File: config.mk
export PLATFORM = sky130hd
export DESIGN_NAME = jt7759_romarb
export DESIGN_NICKNAME = d
export VERILOG_FILES = /design/src/rtl/jt7759_pkg.sv /design/src/rtl/jt7759_romarb_slot.sv /design/src/rtl/jt7759_romarb.sv
export SDC_FILE = /design/constraint.sdc
export NUM_CORES = 1
export LEC_CHECK = 0
export ABC_AREA = 1
export CAP_MARGIN = 40
export CORE_MARGIN = 5
export CORE_UTILIZATION = 45
export CTS_BUF_LIST = sky130_fd_sc_hd__clkbuf_8
export CTS_CLUSTER_SIZE = 25
export DETAILED_ROUTE_END_ITERATION = 16
export GPL_ROUTABILITY_DRIVEN = 0
export GPL_TIMING_DRIVEN = 0
export PLACE_DENSITY_LB_ADDON = 0.15
export SYNTH_ARGS = -nofsm -noshare
export SYNTH_HDL_FRONTEND = slang
export SYNTH_SLANG_ARGS = --single-unit
File: constraint.sdc
create_clock -name clk -period 1.6 [get_ports clk]
set_input_delay 0.16 -clock clk [delete_from_list [all_inputs] [get_ports clk]]
set_output_delay 0.16 -clock clk [all_outputs]
set_load 0.01 [all_outputs]
File: src/rtl/jt7759_pkg.sv
// Shared constants and types for the jt7759 sample-ROM arbiter.
package jt7759_pkg;
  localparam int CH_AW      = 17;
  localparam int ROM_AW_DEF = 18;
  localparam int NUM_CH     = 2;

  localparam logic [2:0] ST_IDLE  = 3'b001;
  localparam logic [2:0] ST_ISSUE = 3'b010;
  localparam logic [2:0] ST_WAIT  = 3'b100;

  typedef struct packed {
    logic             en;
    logic [CH_AW-1:0] tag;
    logic [7:0]       data;
  } slot_wr_t;
endpackage

File: src/rtl/jt7759_romarb_slot.sv
// One-entry holding register for a channel: tag/data/valid plus hit detection.
module jt7759_romarb_slot
  import jt7759_pkg::*;
(
  input  logic             clk,
  input  logic             rst_n,
  input  logic             cs,
  input  logic [CH_AW-1:0] addr,
  input  slot_wr_t         wr,
  output logic [7:0]       data,
  output logic             ok
);
  logic [CH_AW-1:0] tag;
  logic             valid;

  always_ff @(posedge clk or negedge rst_n) begin
    if (!rst_n) begin
      tag   <= '0;
      data  <= '0;
      valid <= 1'b0;
    end else begin
      if (wr.en) begin
        tag  <= wr.tag;
        data <= wr.data;
      end
      // A dropped request invalidates the slot even if a fill lands this cycle.
      if (!cs)        valid <= 1'b0;
      else if (wr.en) valid <= 1'b1;
    end
  end

  assign ok = cs & valid & (tag == addr);
endmodule

File: src/rtl/jt7759_romarb.sv
// Two-channel jt7759 ROM arbiter: one access in flight, ch1 relocated by CH1_OFFSET.
module jt7759_romarb
  import jt7759_pkg::*;
#(
  parameter int               ROM_AW     = ROM_AW_DEF,
  parameter logic [ROM_AW-1:0] CH1_OFFSET = 'h20000,
  parameter bit               PRIO       = 1'b0
) (
  input  logic              clk,
  input  logic              rst_n,
  input  logic              ch0_cs,
  input  logic [CH_AW-1:0]  ch0_addr,
  output logic [7:0]        ch0_data,
  output logic              ch0_ok,
  input  logic              ch1_cs,
  input  logic [CH_AW-1:0]  ch1_addr,
  output logic [7:0]        ch1_data,
  output logic              ch1_ok,
  output logic              rom_cs,
  output logic [ROM_AW-1:0] rom_addr,
  input  logic [7:0]        rom_data,
  input  logic              rom_ok
);
  logic [2:0]                    state;
  logic                          gnt, last_gnt, gnt_nxt;
  logic [CH_AW-1:0]              lat_addr;
  logic [NUM_CH-1:0]             cs, ok, pend;
  logic [NUM_CH-1:0][CH_AW-1:0]  addr;
  logic [NUM_CH-1:0][7:0]        data;
  slot_wr_t [NUM_CH-1:0]         wr;
  logic [ROM_AW-1:0]             rom_addr_nxt;

  assign cs       = {ch1_cs, ch0_cs};
  assign addr     = {ch1_addr, ch0_addr};
  assign ch0_data = data[0];
  assign ch1_data = data[1];
  assign ch0_ok   = ok[0];
  assign ch1_ok   = ok[1];
  assign pend     = cs & ~ok;

  always_comb begin
    gnt_nxt = pend[1];
    if (&pend) gnt_nxt = PRIO ? 1'b0 : ~last_gnt;
  end

  assign rom_addr_nxt = ROM_AW'(addr[gnt_nxt]) + (gnt_nxt ? CH1_OFFSET : '0);

  always_ff @(posedge clk or negedge rst_n) begin
    if (!rst_n) begin
      state    <= ST_IDLE;
      gnt      <= 1'b0;
      last_gnt <= 1'b1;
      lat_addr <= '0;
      rom_cs   <= 1'b0;
      rom_addr <= '0;
    end else begin
      case (state)
        ST_IDLE: if (|pend) begin
          gnt      <= gnt_nxt;
          lat_addr <= addr[gnt_nxt];
          rom_cs   <= 1'b1;
          rom_addr <= rom_addr_nxt;
          state    <= ST_ISSUE;
        end
        // rom_ok here may belong to a previous request, so it is ignored.
        ST_ISSUE: state <= ST_WAIT;
        ST_WAIT: if (rom_ok) begin
          last_gnt <= gnt;
          rom_cs   <= 1'b0;
          state    <= ST_IDLE;
        end
        default: begin
          rom_cs <= 1'b0;
          state  <= ST_IDLE;
        end
      endcase
    end
  end

  for (genvar i = 0; i < NUM_CH; i++) begin : g_ch
    assign wr[i] = {(state == ST_WAIT) && rom_ok && (gnt == 1'(i)), lat_addr, rom_data};

    jt7759_romarb_slot u_slot (
      .clk   (clk),
      .rst_n (rst_n),
      .cs    (cs[i]),
      .addr  (addr[i]),
      .wr    (wr[i]),
      .data  (data[i]),
      .ok    (ok[i])
    );
  end
endmodule

==> impl_results.md, run 1 <==
* Post-synth cell types at 30
* First-pass GRT wire length at 21.0 mm
* Setup TNS at -5600 ps
* Area Overhead vs Synth at 54.6%
* CP Capture Point: rom_addr[2]
* CP cell instances: nand2_1 -> nand2_1 -> nor2_1 -> nand2_1 -> nor2_1 -> nand3_1 -> nand2_2 -> buf_6 -> a21oi_4 -> buf_6 -> nand3_2 -> nand2_1
* Die ar. at 11000 um2
* Max stage delay on crit path at 420 ps
* Crit path from: g_ch[1].u_slot.tag[0]
* Clk pin slew, worst setup/hold paths at 90 ps
* Worst setup SP type: register
* Final Critical Period at 1900 ps
* Drt drc at 0
* Htree depth at 3
* Arr. time, crit path at 2200 ps
* Clock Tree Buf Depth at 2
* Period utilisation layout at 118%
* Final HPWL DP at 8.89 mm
* Top cell type's share of synthesized area at 45.2%
* # clock sinks at 75
* # setup viols final at 22
* Top post-synthesis cells by area: dfrtp_1, nand2_1, inv_1
* Setup Skew at 8.89 ps
* Worst slew pin tran at 464 ps
* Worst hold path type: in2async
* LEAKAGE at 0.00317 uW
* Post-Route WL at 14.0 mm
* Synth Instances at 551
* Die Span X at 105 um
* Pre-antenna DRT Iters at 6
* Die Y-Extent at 105 um
* Max Cap Viol at 0
* Status: finished, violations left
* Layout cells sized above 1 at 29.3%
* Initial Util at 46.3%
* Crit path max fanout at 5
* CORE AREA at 8720 um2
* Ys async rst share at 100%
* Pins over their slew limit at 0
* Critical Path End Type: register
* Vias per cell at 5.31
* Reg-to-Reg End: rom_addr[2]
* WP data required at 1900 ps
* Site Rows at 34
* TritonCTS clock tree: done
* Vias at 4282
* Final core occ at 71.6%
* Post-route setup slack at -295 ps
* Max-slew headroom at 69.1%
* Number of synthesized flops with an enable pin at 0
* GRT Overall Usage at 24.0%
* Fin. Hold Viols at 0
* Clk_lat worst skew at 360 ps
* Maximum vdd drop at 0.000907 V
* RSZ-0062 raised after global routing: yes
* Crit-path most repeated cell: nand2_1
* # diodes at 0
* Port-buffer cells at 83
* RR Startpoint: g_ch[1].u_slot.tag[0]
* ANT nets after route at 0
* Synth area leader: dfrtp_1
* Cell area power density at 1700 nW/um2
* Nets at 741
* Synth warn at 0
* Largest net degree at the start of global routing at 55
* Failing checks: negative setup slack
* Sequential area share after synthesis at 46.5%
* First-iteration detailed-routing DRC count at 311
* Ports at 84
* Crit Path Class: reg2reg
* Post-Synthesis Net Count at 598
* Routed WL per cell at 17.4 um
* Hold_ws at 229 ps
* Root buffer cell: clkbuf_8
* Max Freq at 528 MHz
* Reg2Reg Setup Slack at -300 ps
* GR Overflow Total at 0
* FF+latch count, synth at 75
* Clock buffer count from CTS at 9
* Initial antenna violation count at 0
* Ys flop type: dfrtp_1
* Mapped cell area at 4040 um2
* R2R depth at 12
* Syn Area/Cell at 7.33 um2
* Vias in the first global route at 4200
* Crit path max-delay cell type: dfrtp_1
[stage by stage]
| step | power [uW] | instance area [um2] | worst slack [ps] | cells |
|---|---|---|---|---|
| 6_report | 10600 | 6250 | -295 | 807 |
| 5_1_grt | 11200 | 6250 | -384 | 807 |
| 4_1_cts | 9810 | 5920 | -368 | 793 |
| 3_5_place_dp | 7300 | 5040 | -721 | 743 |
| 3_3_place_gp | 7180 | 5010 | -2350 | 742 |
| 2_1_floorplan | 5600 | 4050 | 87.6 | 551 |
[critical path, delay by kind of cell, from the launching register on]
| family | cells | cell delay, ps |
|---|---|---|
| simple gates | 9 | 790 |
| flops | 1 | 420 |
| compound gates | 1 | 280 |
| buf+inv | 2 | 350 |
[kinds of logic after synthesis]
logic type / Yosys count / synth area share [%]
and+or+nand+nor: 297 / 31.0
AOI/OAI and AO/OA: 56 / 7.49
DFF: 75 / 46.5
xor gates and xnor gates: 4 / 0.867
muxes: 4 / 1.11
buffers and inverters: 115 / 13.0
[what timing repair did]
| item | 4_1_cts | 5_1_grt |
|---|---|---|
| gates resized for setup | 107 | 68 |
| hold buffers | 1 | 0 |
| pin swaps | 43 | 38 |
| endpoints found under the hold margin | 21 | 0 |
| setup buffers | 32 | 20 |
| setup endpoints to repair | 84 | 77 |
| cloned | 4 | 1 |
[state kept, by name (all words and copies together), names as in the netlist]
| register | cells |
|---|---|
| last_gnt | 1 |
| g_ch.u_slot.tag | 34 |
| g_ch.u_slot.data | 16 |
| rom_cs | 1 |
| rom_addr | 18 |
| g_ch.u_slot.valid | 2 |
| state | 3 |
[layout make-up]
class	instances	area, um2
Sequential cell	75	1890
Clock buffer	9	124
Multi-Input combinational cell	361	2050
Buffer	33	268
Tap cell	108	135
Fill cell	648	2470
Clock inverter	7	73.8
Timing Repair Buffer	132	1400
Inverter	82	313
[layer usage]
metal / up-vias / GRT usage, % / part of all wire, %
met5: - / 0 / 0
met2: 247 / 39.8 / 48
met4: 0 / 8.04 / 3.4
met3: 50 / 6.72 / 9.0
li1: 1986 / - / -
met1: 1999 / 30.1 / 39
[synthesized netlist by cell type, types with 3 or more instances]
| cell type | instances |
|---|---|
| clkbuf_1 | 10 |
| nor2_1 | 50 |
| nor4_1 | 4 |
| o2111ai_1 | 3 |
| nand2_1 | 177 |
| inv_1 | 80 |
| buf_4 | 20 |
| mux2_2 | 4 |
| a21oi_1 | 11 |
| nand3_1 | 43 |
| nor3_1 | 3 |
| nand4_1 | 9 |
| xnor2_1 | 3 |
| o21ai_0 | 40 |
| dfrtp_1 | 73 |
[how the worst min path moves through the flow]
stage,endpoint,startpoint,cells after the start
4_1_cts,g_ch[1].u_slot.data[7],rst_n,2
2_1_floorplan,g_ch[0].u_slot.data[0],rst_n,0
3_5_place_dp,g_ch[0].u_slot.tag[12],rst_n,1
5_1_grt,rom_addr[9],rst_n,2
6_report,g_ch[0].u_slot.tag[10],rst_n,2
3_3_place_gp,g_ch[0].u_slot.valid,g_ch[0].u_slot.valid,2
[report_power, final]
part,leakage [uW],total (uW),switching [uW],internal (uW)
clock,0.000100,1540,808,732
combinational,0.00217,5630,2670,2960
sequential,0.000890,3440,661,2780
[cells in the final DEF, fill, tap and decap left out, drive strengths merged]
cell type      Yosys  layout
clkinvlp           0       1
nand3             45      45
nor2              51      51
nor4               4       4
inv               82      85
clkbuf            10      16
dlymetal6s2s       0       3
clkinv             0       2
bufinv             0       1
dlygate4sd3        0       1
clkdlybuf4s50      0      74
or2                2       2
mux2               4       4
dfstp              2       2
xor2               1       1
a21oi             12      12
or4                1       1
buf               23      77
dfrtp             73      73
xnor2              3       3
nand4              9       9
nor3               3       3
o2111ai            3       3
dlygate4sd2        0       3
o21ai             41      41
nand3b             1       1
nand2            181     181
Power figures use the tool's default switching activity.
==> inputs of run 2 (changes only) <==
--- a/config.mk
+++ b/config.mk
@@ -5,7 +5,6 @@
 export SDC_FILE = /design/constraint.sdc
 export NUM_CORES = 1
 export LEC_CHECK = 0
-export ABC_AREA = 1
 export CAP_MARGIN = 40
 export CORE_MARGIN = 5
 export CORE_UTILIZATION = 45
@@ -15,6 +14,7 @@
 export GPL_ROUTABILITY_DRIVEN = 0
 export GPL_TIMING_DRIVEN = 0
 export PLACE_DENSITY_LB_ADDON = 0.15
+export SLEW_MARGIN = 30
 export SYNTH_ARGS = -nofsm -noshare
 export SYNTH_HDL_FRONTEND = slang
 export SYNTH_SLANG_ARGS = --single-unit
==> impl_results.md, run 2 <==
* Synth area leader: dfrtp_1
* Failing checks: negative setup slack
* Final Critical Period at 2060 ps (+166 ps)
* Switching share of power at 34.7% (-4.3 points)
* Syn Area/Cell at 11.7 um2 (+59%)
* Max stage delay on crit path at 440 ps (+20 ps)
* Initial Util at 45.3% (-1.1 points)
* Initial antenna violation count at 0 (unchanged)
* LEAKAGE at 0.00251 uW (-21%)
* Crit Path Class: reg2reg
* Vias in the first global route at 3228 (-23%)
* FF+latch count, synth at 75 (unchanged)
* Fin. Hold Viols at 0 (unchanged)
* Worst hold path type: in2async
* Post-Route WL at 10.8 mm (-23%)
* # diodes at 0 (unchanged)
* Period utilisation layout at 129% (+10 points)
* First-iteration detailed-routing DRC count at 204 (-34%)
* First-pass GRT wire length at 16.7 mm (-20%)
* GRT Overall Usage at 21.8% (-2.2 points)
* Cell area power density at 1740 nW/um2 (+2.3%)
* R2R depth at 8 (-4)
* WP depth at 8 (-4)
* Combinational group share of total power at 49.3% (-3.7 points)
* Post-route cell area at 5760 um2 (-7.9%)
* Critical Path End Type: register
* Clock buffer count from CTS at 9 (unchanged)
* Setup Skew at 8.97 ps (+0.0714 ps)
* Worst slew pin tran at 457 ps (-6.90 ps)
* Busiest grt layer: met2
* ANT nets after route at 0 (unchanged)
* Ys flop type: dfrtp_1
* Met1 usage at 27.7% (-2.4 points)
* # setup viols final at 27 (+23%)
* Sequential power share at 35.3% (+2.8 points)
* Synth Instances at 314 (-43%)
* Mapped cell area at 3660 um2 (-9.3%)
* Status: finished, violations left
* Hold_ws at 292 ps (+62.6 ps)
* Post-synth cell types at 34 (+13%)
* Routed WL per cell at 19.4 um (+11%)
* Port-buffer cells at 83 (unchanged)
* Vias per cell at 5.59 (+5.4%)
* Crit path max fanout at 7 (+2)
* Grt met3 use at 5.98% (-0.74 points)
* RR Startpoint: g_ch[1].u_slot.tag[3]
* Htree depth at 3 (unchanged)
* Largest net degree at the start of global routing at 45 (-18%)
* TritonCTS clock tree: done
* Synth warn at 0 (unchanged)
* GR Overflow Total at 0 (unchanged)
* Most frequent cells in the layout: clkdlybuf4s50_1, dfrtp_1, mux2_2, buf_4, xnor2_2
* Commonest non-fill, non-tap cell in the layout: clkdlybuf4s50_1
* Max Cap Viol at 0 (unchanged)
* CORE AREA at 8090 um2 (-7.2%)
* Drt drc at 0 (unchanged)
* CP cell instances: xnor2_2 -> nand4_1 -> or3_4 -> o41ai_4 -> buf_6 -> clkbuf_16 -> o21ai_2 -> a31oi_1
* Max Freq at 485 MHz (-8.1%)
* RSZ-0062 raised after global routing: yes
* Final HPWL DP at 7.10 mm (-20%)
* Die ar. at 10000 um2 (-8.4%)
* Psw at 3470 uW (-16%)
* Largest registers: g_ch.u_slot.tag: 34 flops, rom_addr: 18 flops, g_ch.u_slot.data: 16 flops
* Ports at 84 (unchanged)
* WP data required at 1870 ps (-30 ps)
* Area post-placement at 4750 um2 (-5.7%)
* Layout cells sized above 1 at 44.4% (+15 points)
* Arr. time, crit path at 2330 ps (+130 ps)
* Die Y-Extent at 100 um (-4.3%)
* Top cell type's share of synthesized area at 49.8% (+4.6 points)
* Root buffer cell: clkbuf_8
* Vias at 3103 (-28%)
* Fill cells at 596 (-8.0%)
* Top post-synthesis cells by area: dfrtp_1, mux2_2, xnor2_1
* Max-slew headroom at 69.5% (+0.46 points)
* Pins over their slew limit at 0 (unchanged)
* Crit path buf inv count at 2 (unchanged)
* # clock sinks at 75 (unchanged)
* CP Capture Point: rom_addr[7]
* Crit path max-delay cell type: or3_4
* Clk pin slew, worst setup/hold paths at 80 ps (about the same)
* Maximum vdd drop at 0.00114 V (+25%)
* Nets at 492 (-34%)
* Reg2Reg Setup Slack at -460 ps (-170 ps)
* Reg-to-Reg End: rom_addr[7]
* Crit path from: g_ch[1].u_slot.tag[3]
* Site Rows at 33 (-2.9%)
* Number of synthesized flops with an enable pin at 0 (unchanged)
* Sequential area share after synthesis at 51.3% (+4.8 points)
* Top reg by flops: g_ch.u_slot.tag
* Worst setup SP type: register
* Top post-synthesis cells by count: dfrtp_1, mux2_2, xnor2_1
* Place WS at -1070 ps (-351 ps)
* Post-route setup slack at -461 ps (-166 ps)
* Clk pwr share at 15.3% (+0.8 points)
* Clock Tree Buf Depth at 2 (unchanged)
* Met2 GRT Util at 35.2% (-4.6 points)
* Die Span X at 100 um (-4.3%)
* CP delay by family, top: simple AND/OR/NAND/NOR gates
* Clk_lat worst skew at 350 ps (about the same)
* Pre-antenna DRT Iters at 5 (-1)
* P_int at 6530 uW (+0.88%)
* Post-Synthesis Net Count at 361 (-40%)
* Area Overhead vs Synth at 57.1%
* Ys async rst share at 100% (unchanged)
* Most frequent cell after synthesis: dfrtp_1
* Largest register FFs at 34 (unchanged)
run 2: stage by stage:
step                util, %  total power (uW)  cells  setup TNS, ps
floorplan                 -              5680    314          -4790
global placement       58.4              7210    502        -217300
detailed placement     58.7              7310    503         -45350
CTS                    67.0              9530    536         -10780
global route           71.1             10500    555         -11370
finish                 71.1             10000    555          -9310
run 2: worst min-delay path by stage:
stage,start,end,depth (start not counted)
floorplan,rst_n,g_ch[0].u_slot.data[0],0
global placement,g_ch[0].u_slot.valid,g_ch[0].u_slot.valid,1
detailed placement,rst_n,g_ch[1].u_slot.tag[13],1
CTS,rst_n,g_ch[1].u_slot.tag[13],2
global route,rst_n,g_ch[1].u_slot.tag[13],2
finish,rst_n,g_ch[1].u_slot.tag[13],2
run 2: timing repair:
item	4_1_cts	5_1_grt
pin swaps	23	31
cloned	1	1
hold buffers	1	0
endpoints found under the setup margin	69	85
buffers inserted	15	18
endpoints found under the hold margin	29	0
gates resized for setup	72	45
run 2: power by group through the flow:
stage / Sequential, uW / Combinational [uW] / Clock, uW
finish: 3530 / 4930 / 1530
global route: 3650 / 5240 / 1630
CTS: 3540 / 4420 / 1570
detailed placement: 3460 / 3850 / 0
global placement: 3410 / 3800 / 0
floorplan: 3370 / 2310 / 0
run 2: worst register-to-register path, stage by stage, from the launching register on:
cell,delay (ps)
dfrtp_1,420
xnor2_2,220
nand4_1,130
or3_4,440
o41ai_4,230
buf_6,190
clkbuf_16,160
o21ai_2,50
a31oi_1,160
run 2: cells by family (layout without fill, tap and decap cells):
kind of cell,after synthesis,count (layout),synth area share [%]
muxes,51,51,15.6
and+or+nand+nor,78,78,11.6
AOI/OAI and AO/OA,44,44,7.72
buffers and inverters,31,167,5.36
xor gates and xnor gates,35,35,8.36
DFF,75,75,51.3
run 2: area by class of cell:
class / count / area [um2] / area share, %
clock inverters: 5 / 61.3 / 1.07
flip-flops and latches: 75 / 1880 / 32.7
plain buffers: 30 / 280 / 4.87
multi-input cells: 208 / 2040 / 35.4
repair buffers: 120 / 1200 / 20.9
clock buffers: 11 / 151 / 2.63
well taps: 105 / 131 / 2.28
inverters: 1 / 3.75 / 0.0652
run 2: metal layers:
layer	vias to the layer above	routed length (um)
met3	26	916
met2	140	5270
met4	0	286
met5	-	0
met1	1548	4290
li1	1389	-
==> RTL change, RTL diff (config.mk and constraints of run 1) <==
`CH_AW`: 17 -> 34.
--- a/src/rtl/jt7759_pkg.sv
+++ b/src/rtl/jt7759_pkg.sv
@@ -1,6 +1,6 @@
 // Shared constants and types for the jt7759 sample-ROM arbiter.
 package jt7759_pkg;
-  localparam int CH_AW      = 17;
+  localparam int CH_AW      = 34;
   localparam int ROM_AW_DEF = 18;
   localparam int NUM_CH     = 2;
 
Interface: changed (resized ch0_addr and ch1_addr); port bits go from 84 to 118. The function was not compared with the original's and may differ.
==> RTL change against run 1 <==
  * The run still ends with setup timing left
  * Synthesized area is 75% higher
  * Largest power group unchanged
  * Count of clock-buffer cells in the layout is 9 higher
  * Worst setup slack got worse by 0.37 ns
  * Power up 69%
  * Critical endpoint is now rom_addr[14]$_DFFE_PN0P_
  * Sequential cell count rose by 52
  * Sequential power is 68% higher
  * Wire length grew 98%
  * Die area rose by 67%
  * Cell area is 73% higher
  * Highest routed layer unchanged
==> RTL change: results (changes against run 1) <==
Synthesis
  – Commonest cells in the netlist: 351 x nand2_1, 159 x inv_1, 125 x dfrtp_1, 85 x nand3_1, 72 x nor2_1
  – Post-Syn Nets: 1084 (+81%)
  – Synth unique cells: 36 (+20%)
  – Sequential share of the synthesized area: 0.449 (-0.0161)

Power
  – Leakage: 5.57 nW (+76%)

Cells and area
  – NonClk Buf Share: 0.235 (-0.0315)
  – Clock buffer count: 18 (+9)
  – Top Registers: g_ch.u_slot.tag x68, rom_addr x18, lat_addr x17
  – NumNets Final: 1286 (+74%)
  – Multi-In Gates: 666 (+84%)
  – Sequential fraction of total cell area: 0.294 (-0.00737)
  – Share of layout cells above drive strength 1: 0.274 (-0.0191)
  – FILL cells: 1162 (+79%)

Status
  – Run status: complete, but fails checks
  – Failing checks: setup timing

CTS
  – Worst skew pair latency: 0.48 ns (+0.12 ns)
  – Cts bufs inserted: 17 (+8)
  – H-tree depth: 4 (+1)
  – Sinks on Clock Net: 127 (+69%)

STA
  – Final setup vio count: 43 (+95%)
  – Setup ws final: -0.661 ns (-0.366 ns)
  – Skew final: 0.0100 ns (+0.00115 ns)

Critical path
  – Critical Path Fanout Max: 6 (+1)
  – Critical Path AT: 2.62 ns (+0.42 ns)
  – RR Startpoint: g_ch[1].u_slot.tag[10]$_DFFE_PN0P_

Placed design
  – Port bufs: 117 (+41%)
  – Final HPWL DP: 17600 um (+98%)

Drt
  – DR iter-0 viols: 859 (+180%)
  – Via Count: 7743 (+81%)
  – Final WL: 27800 um (+98%)

Global routing
  – Vias in the first global route: 7612 (+81%)
  – First-pass GRT wire length: 41300 um (+96%)
  – Largest net degree at the start of global routing: 75 (+36%)
## RTL change: worst paths after layout
path	slack (ns)	cells after the start	to
max reg2reg	-0.66	16	rom_addr[14]$_DFFE_PN0P_
min reg2reg	0.48	2	lat_addr[31]$_DFFE_PN0P_
max in group asynchronous	0.60	3	rom_addr[9]$_DFFE_PN0P_
max	-0.66	16	rom_addr[14]$_DFFE_PN0P_
min in group clk	0.25	3	g_ch[0].u_slot.data[0]$_DFFE_PN0P_
min	0.21	2	lat_addr[31]$_DFFE_PN0P_
## RTL change: timing repair
item,in CTS,in global routing
gates cloned,12,0
buffers inserted,49,10
hold endpoints to repair,53,0
pin swaps,63,75
hold buffers,1,0
gates resized for setup,214,148
setup endpoints to repair,143,121
## RTL change: cell families (layout without fill, tap and decap cells)
| kind of cell | count (synthesis) | count (layout) | synth area share |
|---|---|---|---|
| compound gates | 97 | 97 | 0.0724 |
| xor+xnor | 17 | 17 | 0.0210 |
| buf+inv | 211 | 425 | 0.129 |
| mux | 6 | 6 | 0.00953 |
| flops | 127 | 127 | 0.449 |
| simple gates | 545 | 546 | 0.319 |
## RTL change: power groups by stage
stage / clock (mW) / sequential, mW / combinational [mW]
CTS: 2.69 / 5.67 / 8.51
detailed placement: 0 / 5.79 / 6.06
finish: 2.68 / 5.79 / 9.42
floorplan: 0 / 5.55 / 3.72
global placement: 0 / 5.77 / 5.94
global route: 2.81 / 5.93 / 10.1
## RTL change: layer usage
metal | vias to the layer above | GRT usage | wire (um)
li1 | 3500 | - | -
met1 | 3574 | 0.382 | 10600
met2 | 516 | 0.456 | 12300
met3 | 153 | 0.0762 | 3140
met4 | 0 | 0.171 | 1800
met5 | - | 0 | 0
## RTL change: critical path, cell delays in order, from the launching register on
cell and delay (ns):
dfrtp_1 0.37, inv_1 0.08, nand2_2 0.14, and2_1 0.14
nand2_1 0.05, nor2_1 0.20, nand2_1 0.08, nor2_1 0.11
nand3_1 0.09, nand2_1 0.18, nand2_4 0.10, nand2_8 0.10
clkinv_8 0.09, buf_12 0.14, buf_12 0.13, nand3_2 0.07
nand2_1 0.07
## RTL change: per-stage QoR
step | worst slack [ns] | instance area (um2) | total power, mW | setup TNS (ns) | std cells
5_1_grt | -0.755 | 10800 | 18.9 | -27.33 | 1429
3_5_place_dp | -0.991 | 8550 | 11.9 | -68.98 | 1332
2_1_floorplan | 0.00213 | 7090 | 9.27 | 0 | 1003
4_1_cts | -0.583 | 10400 | 16.9 | -18.77 | 1426
3_3_place_gp | -4.83 | 8530 | 11.7 | -676.79 | 1331
6_report | -0.661 | 10800 | 17.9 | -23.24 | 1429
